--- config.mk ---
export PLATFORM = sky130hd
export DESIGN_NAME = fetch_unit
export DESIGN_NICKNAME = d
export VERILOG_FILES = /design/src/rtl/fetch_pkg.sv /design/src/rtl/fetch_fifo.sv /design/src/rtl/fetch_unit.sv
export SDC_FILE = /design/constraint.sdc
export NUM_CORES = 1
export LEC_CHECK = 0
export ABC_CLOCK_PERIOD_IN_PS = 4050
export CORE_MARGIN = 2
export CORE_UTILIZATION = 25
export CTS_CLUSTER_SIZE = 8
export DETAILED_ROUTE_END_ITERATION = 7
export PLACE_DENSITY = 0.52
export SLEW_MARGIN = 20
export SYNTH_ARGS = -nofsm -noshare
export SYNTH_HDL_FRONTEND = slang
export SYNTH_SLANG_ARGS = --single-unit
--- constraint.sdc ---
create_clock -name clk -period 4.05 [get_ports clk]
set_clock_uncertainty 0.1 [all_clocks]
set_input_delay 0.81 -clock clk [delete_from_list [all_inputs] [get_ports clk]]
set_output_delay 0.81 -clock clk [all_outputs]
set_load 0.02 [all_outputs]
--- src/rtl/fetch_pkg.sv ---
// Shared types for the instruction fetch unit: FSM states and prefetch queue entry.
package fetch_pkg;

  localparam int XLEN = 32;

  typedef enum logic [1:0] {
    IDLE,
    WAIT,
    DISCARD
  } fetch_state_e;

  typedef struct packed {
    logic [XLEN-1:0] pc;
    logic [XLEN-1:0] instr;
  } fetch_entry_t;

endpackage

--- src/rtl/fetch_fifo.sv ---
// Prefetch queue: power-of-two circular buffer with push/pop/flush and occupancy count.
module fetch_fifo
  import fetch_pkg::*;
#(
  parameter  int DEPTH = 4,
  localparam int PW    = $clog2(DEPTH),
  localparam int CW    = PW + 1
) (
  input  logic          clk,
  input  logic          i_rst_n,
  input  logic          i_flush,
  input  logic          i_push,
  input  fetch_entry_t  i_data,
  input  logic          i_pop,
  output fetch_entry_t  o_head,
  output logic [CW-1:0] o_count
);

  localparam logic [CW-1:0] FULL = CW'(DEPTH);

  fetch_entry_t  r_mem [DEPTH];
  logic [PW-1:0] r_wr;
  logic [PW-1:0] r_rd;
  logic [CW-1:0] r_cnt;
  logic          w_push;
  logic          w_pop;

  // Guards make an over/underflow request a no-op rather than corrupting pointers.
  assign w_push = i_push && (r_cnt != FULL);
  assign w_pop  = i_pop && (r_cnt != '0);

  always_ff @(posedge clk) begin
    if (!i_rst_n || i_flush) begin
      r_wr  <= '0;
      r_rd  <= '0;
      r_cnt <= '0;
    end else begin
      if (w_push) r_wr <= r_wr + 1'b1;
      if (w_pop)  r_rd <= r_rd + 1'b1;
      r_cnt <= r_cnt + CW'(w_push) - CW'(w_pop);
    end
  end

  always_ff @(posedge clk) begin
    if (w_push) r_mem[r_wr] <= i_data;
  end

  assign o_head  = r_mem[r_rd];
  assign o_count = r_cnt;

endmodule

--- src/rtl/fetch_unit.sv ---
// Instruction fetch: one-outstanding-request memory FSM feeding a prefetch queue, with redirect flush.
module fetch_unit
  import fetch_pkg::*;
#(
  parameter logic [XLEN-1:0] RESET_PC = 32'h0000_0000,
  parameter int              QDEPTH   = 4
) (
  input  logic            clk,
  input  logic            reset,
  output logic            imem_req,
  output logic [XLEN-1:0] imem_addr,
  input  logic            imem_ready,
  input  logic            imem_rvalid,
  input  logic [XLEN-1:0] imem_rdata,
  input  logic            redirect,
  input  logic [XLEN-1:0] redirect_pc,
  output logic            inst_valid,
  input  logic            inst_ready,
  output logic [XLEN-1:0] inst_pc,
  output logic [XLEN-1:0] inst_data
);

  localparam int            CW   = $clog2(QDEPTH) + 1;
  localparam logic [CW-1:0] FULL = CW'(QDEPTH);

  fetch_state_e    r_state;
  fetch_state_e    w_state_nxt;
  logic [XLEN-1:0] r_fetch_pc;
  logic [XLEN-1:0] r_issued_pc;
  logic [XLEN-1:0] w_redir_pc;
  logic [CW-1:0]   w_count;
  fetch_entry_t    w_head;
  fetch_entry_t    w_push_data;
  logic            w_accept;
  logic            w_push;
  logic            w_pop;

  assign w_redir_pc = redirect_pc & ~32'h3;

  // Redirect gates the request so a same-cycle acceptance never happens.
  assign imem_req  = reset && (r_state == IDLE) && (w_count < FULL) && !redirect;
  assign imem_addr = r_fetch_pc;
  assign w_accept  = imem_req && imem_ready;

  assign w_push      = (r_state == WAIT) && imem_rvalid && !redirect;
  assign w_pop       = inst_valid && inst_ready && !redirect;
  assign w_push_data = '{pc: r_issued_pc, instr: imem_rdata};

  fetch_fifo #(.DEPTH(QDEPTH)) u_fifo (
    .clk     (clk),
    .i_rst_n (reset),
    .i_flush (redirect),
    .i_push  (w_push),
    .i_data  (w_push_data),
    .i_pop   (w_pop),
    .o_head  (w_head),
    .o_count (w_count)
  );

  assign inst_valid = (w_count != '0);
  assign inst_pc    = inst_valid ? w_head.pc    : '0;
  assign inst_data  = inst_valid ? w_head.instr : '0;

  always_comb begin
    w_state_nxt = r_state;
    case (r_state)
      IDLE:    if (w_accept) w_state_nxt = WAIT;
      WAIT: begin
        if (imem_rvalid)   w_state_nxt = IDLE;
        else if (redirect) w_state_nxt = DISCARD;
      end
      DISCARD: if (imem_rvalid) w_state_nxt = IDLE;
      default: w_state_nxt = IDLE;
    endcase
  end

  always_ff @(posedge clk) begin
    if (!reset) begin
      r_state     <= IDLE;
      r_fetch_pc  <= RESET_PC;
      r_issued_pc <= '0;
    end else begin
      r_state <= w_state_nxt;
      if (w_accept) r_issued_pc <= r_fetch_pc;
      if (redirect)      r_fetch_pc <= w_redir_pc;
      else if (w_accept) r_fetch_pc <= r_fetch_pc + 32'd4;
    end
  end

endmodule

== Word level (Yosys, flattened, before mapping) ==
Memory sizes are Yosys's and may differ from the RTL's. A register that Yosys moved wholly into a read port is not among the register bits.
Cells that the tools add are included.

* Equality and inequality tests: 6
* Magnitude comparators: 1
* Reductions and logical operators: 18
* Mux-type cells: 13
* Add/sub/neg operators: 5
* Bitwise logic cells: 1

{| class="wikitable"
|+ Operators by type and width
! kind !! number
|-
| 2-to-1 mux 32 bit || 4
|-
| adder 32 x 3 -> 32 bit, second input constant || 1
|-
| 2-to-1 mux 2 bit || 6
|-
| logical AND 1 bit || 10
|-
| != test 3 bit, second input constant || 2
|-
| case mux 2 bit (3 select lines) || 1
|-
| adder 2 x 1 -> 2 bit, second input constant || 2
|-
| != test 2 bit, second input constant || 2
|-
| adder 3 x 1 -> 3 bit || 1
|-
| < comparator 3 bit, second input constant || 1
|-
| AND reduction 3 bit || 1
|-
| nonzero test 3 bit || 1
|-
| subtractor 3 x 1 -> 3 bit || 1
|-
| == test 2 x 1 -> 1 bit, second input constant || 1
|-
| == test 2 bit, second input constant || 1
|-
| logical NOT 1 bit || 2
|-
| logical NOT 2 bit || 1
|-
| 2-to-1 mux 1 bit || 2
|-
| nonzero test 2 bit || 1
|-
| OR reduction 2 bit || 1
|-
| logical OR 1 bit || 1
|-
| inverter 1 bit || 1
|}

* Register bits: 73
* RAM bits: 256
* Memories kept: 1
* Input bits: 70
* Logic and storage cells: 52

{| class="wikitable"
|+ Memories
! name !! words !! width !! rd ports !! clocked after memory_dff !! wr ports !! RTL line !! RTL
|-
| u_fifo.r_mem || 4 || 64 || 1 || 1 || 1 || fetch_fifo.sv:21 || <nowiki>fetch_entry_t r_mem [DEPTH];</nowiki>
|}

== Depth between registers and ports, before layout ==
* Word-level depth: 7
* Mapped depth: 8
* Gate-level depth less buffers: 8

== Cells and area by module ==
A second synthesis with hierarchy kept.

* Cells, all modules: 826
* Area total of the unflattened synthesis: 13111.3 µm²

{| class="wikitable"
|+ By module, submodules not included
! module !! instances !! sequential area each (µm²) !! area each (µm²) !! cells an instance
|-
| fetch_fifo || 1 || 7867.5 || 9689.3 || 382
|-
| fetch_unit || 1 || 1241.2 || 3422.0 || 444
|}

== Worst setup path before layout ==
No wires, ideal clock.

* Path kind: in2reg
* From: input port redirect
* To: memory u_fifo.r_mem[1][0] (netlist name), enable pin
* Setup slack: 0.602 ns
* Setup time: 0.426 ns
* Stages on the path: 4
* Arrival: 2.921 ns
* Path through: inv_2 -> nand4b_1 -> a31oi_1 -> and2_1

* Longest elaborated chain between the ends: 5

{| class="wikitable"
|+ Ends and longest elaborated chain
! element !! RTL line !! RTL
|-
| start, declared || fetch_unit.sv:15 || <nowiki>input logic redirect,</nowiki>
|-
| logical NOT 1 bit || fetch_unit.sv:45 || <nowiki>assign w_push = (r_state == WAIT) && imem_rvalid && !redirect;</nowiki>
|-
| logical AND 1 bit || fetch_unit.sv:45 ||
|-
| logical AND 1 bit || fetch_fifo.sv:29 || <nowiki>assign w_push = i_push && (r_cnt != FULL);</nowiki>
|-
| named net u_fifo.w_push || fetch_fifo.sv:25 || <nowiki>logic w_push;</nowiki>
|-
| 2-to-1 mux 1 bit || fetch_fifo.sv:45 || <nowiki>if (w_push) r_mem[r_wr] <= i_data;</nowiki>
|-
| 2-to-1 mux 1 bit (not written as such) || fetch_fifo.sv:45 ||
|-
| end, declared || fetch_fifo.sv:21 ||
|}

The timed path passes the listed nets, and every way through them passes these cells.

==> reports/metrics.cfg <==
[run_status]
status = complete, no violations

[yosys]
yosysMostFrequentCell = edfxtp_1
syn_area_per_cell_um2 = 15.50
synth_top_area_cell = edfxtp_1
yosys-top-cells-count = edfxtp_1 (248), nand2_1 (88), dfxtp_1 (71)
synth-main-ff-cell = edfxtp_1
synthTopCellsByArea = edfxtp_1 (58%), dfxtp_1 (11%), mux4_2 (11%)
synth_compound_area_share_pct = 4.506
ys_seq_area_share_pct = 69.59
synthSimpleGateAreaFrac_pct = 10.44
synth-seq-cells = 319
synth-edff-count = 248
synth-xor-area-share_pct = 0.7559
mappedNetlistArea_um2 = 12740
synth_cell_types = 55
yosysTopAreaCellShare_pct = 58.43
muxShareOfSynthArea_pct = 11.67
yosys_warnings = 0
synthAdderAreaFrac_pct = 0.8443
synth_top_family_by_area = multiplexers
postSynthCellCount = 822
async_reset_ff_share_pct = 0

[worst_setup_path]
crit_path_top_delay_cell = clkdlybuf4s50_1
r2r-end = u_fifo.o_count[2]
cp-end-kind = primary output
reg2reg_depth = 8
path_delay_family = buffers and inverters
cp.arrival_ps = 2790
reg2reg_slack_ps = 1270
timing.rr.start = u_fifo.o_count[2]
slowest_delay_ps = 640
critPathMaxFanout = 31
cp_num_buf_inv = 2
crit_path_start_kind = flop
critPathKind = flop to primary output
cp.required_ps = 3140
crit_chain = buf_12 -> mux4_2 -> nor2b_1 -> clkdlybuf4s50_1

[detailed_routing]
drt-pass1-iter-count = 5
drc_errors = 0
routed_wl_mm = 31.67
avgRoutedWirePerCell_um = 18.63
vias = 7548
via_per_inst = 4.440
ant_nets = 0
drtIter0Drc = 485

[clocking]
cts_hold_buffers = 0
cts_resized = 0
cts_max_level = 2
root_buffer = clkbuf_16
clkTransAtPathRegs_ps = 50
clk_latency_ps = 550
post_cts_buffers = 0
cts-buffers-inserted = 46
cts_tree = yes
cts_sinks = 319
clockBufferDepth = 3

[finish]
multi_input_area_um2 = 3632
antenna_cells = 0
drive_gt1_share_pct = 15.47
instances_no_fill = 1700
area_delta_synth_final_pct = 30.08
nNetsFinal = 1088
seqCellArea_um2 = 8876
final_cell_area_um2 = 16580
fin_util_pct = 32.98
fill_cells = 4941

[min_path]
worst_hold_path_type = flop to flop
hold_path_startpoint = r_issued_pc[8]
hold_depth = 2
worstHoldEndpoint = r_issued_pc[8]

[timing]
rsz0062_at_grt = no
tightestPinTransition_ps = 1059
hold_viol = 0
fmax_mhz = 270.0
setup_viol = 0
finalCritPeriodShare_pct = 91.45
whs_ps = 395.1
slew_viol_final = 0
fin_ws_ps = 346.3
fin_crit_ps = 3704
slew_headroom_pct = 29.12
finalSetupTns_ps = 0

[power]
ir_drop_mv = 0.2857
power_mw = 7.266
leakagePower_nw = 5.384
cellPowerDensity_nw_per_um2 = 438.3

[floorplanning]
die_w_um = 229.8
coreArea_um2 = 50270
die_area_um2 = 52800
die_y_um = 229.8
initial_core_util_pct = 25.35
pin_count = 168
rows = 82

[placed_design]
dp_hpwl_mm = 20.63
place_inst = 1634
numPortBuffers = 161
finalWeightedCongestion = 0.8134
dpl_cell_area_um2 = 15310
post-place-ws_ps = 553.3

[global_route]
antenna_found_initial = 0
grt_pass1_vias = 7837
grt_pass1_wl_mm = 48.46
grt_max_degree = 50
overflow = 0
gr-usage-all-layers_pct = 12.07

[flow_run]
maxCapViolCount = 0

## tightest hold or removal path, delay by kind of cell, from the launching register on
kind	cells	cell delay, ps
AO/OA/AOI/OAI	1	50
AND/OR/NAND/NOR	1	60
flip-flops	1	330
## flip-flops by register name, indices dropped and copies added, names as in the netlist, named ones only
signal          cells
u_fifo.r_mem      248
u_fifo.r_rd         2
imem_addr          30
r_issued_pc        30
u_fifo.r_wr         2
u_fifo.o_count      3
r_state             2
## cell families (layout without fill, tap and decap cells)
group                    after synthesis  after routing
AND/OR/NAND/NOR                      250            250
adder cells (fa/ha/maj)                8              8
XOR/XNOR                              11             11
other                                  1              4
buffers and inverters                 64            267
AO/OA/AOI/OAI                         99             99
multiplexers                          70             70
flip-flops                           319            319
## layout make-up
cell class | count | area share, %
Sequential cell | 319 | 53.54
Clock buffer | 63 | 7.517
Timing Repair Buffer | 185 | 11.49
Inverter | 16 | 0.3623
Multi-Input combinational cell | 442 | 21.91
Tap cell | 672 | 5.072
Clock inverter | 3 | 0.1132
## power breakdown
group	internal, mW	switching [mW]
clock	2.10	1.30
sequential	3.54	0.0500
combinational	0.135	0.142
## placed cells by master (no fill, tap or decap), types with 6 or more instances in the layout
cell type,instances
edfxtp_1,248
clkdlybuf4s50_1,161
nand2_1,88
dfxtp_1,69
mux4_2,62
nor2b_1,62
a21oi_1,53
clkbuf_16,47
nor2_1,25
nand3_1,21
clkbuf_1,15
buf_4,15
inv_1,14
o21ai_1,13
nand4_1,12
nor3_1,10
buf_12,9
xnor2_1,7
ha_1,7
and3_1,6
## metal layers
metal	vias to the layer above	track usage [%]	share of wire, %
met1	3747	16.61	46
met3	49	3.100	5.9
met5	-	0	0
met4	0	3.125	1.9
met2	259	18.95	46
li1	3493	-	-
## worst max-delay path by stage
stage | start | cells past startpoint | slack, ps | endpoint
2_1_floorplan | redirect | 4 | 600 | u_fifo.r_mem[1][0]
4_1_cts | flop | 4 | 220 | inst_pc[13]
6_report | flop | 4 | 350 | inst_pc[17]
3_5_place_dp | redirect | 6 | 550 | u_fifo.r_mem[0][3]
3_3_place_gp | redirect | 6 | 540 | u_fifo.r_mem[0][3]
5_1_grt | flop | 4 | 170 | inst_pc[16]
Power figures use the tool's default switching activity.
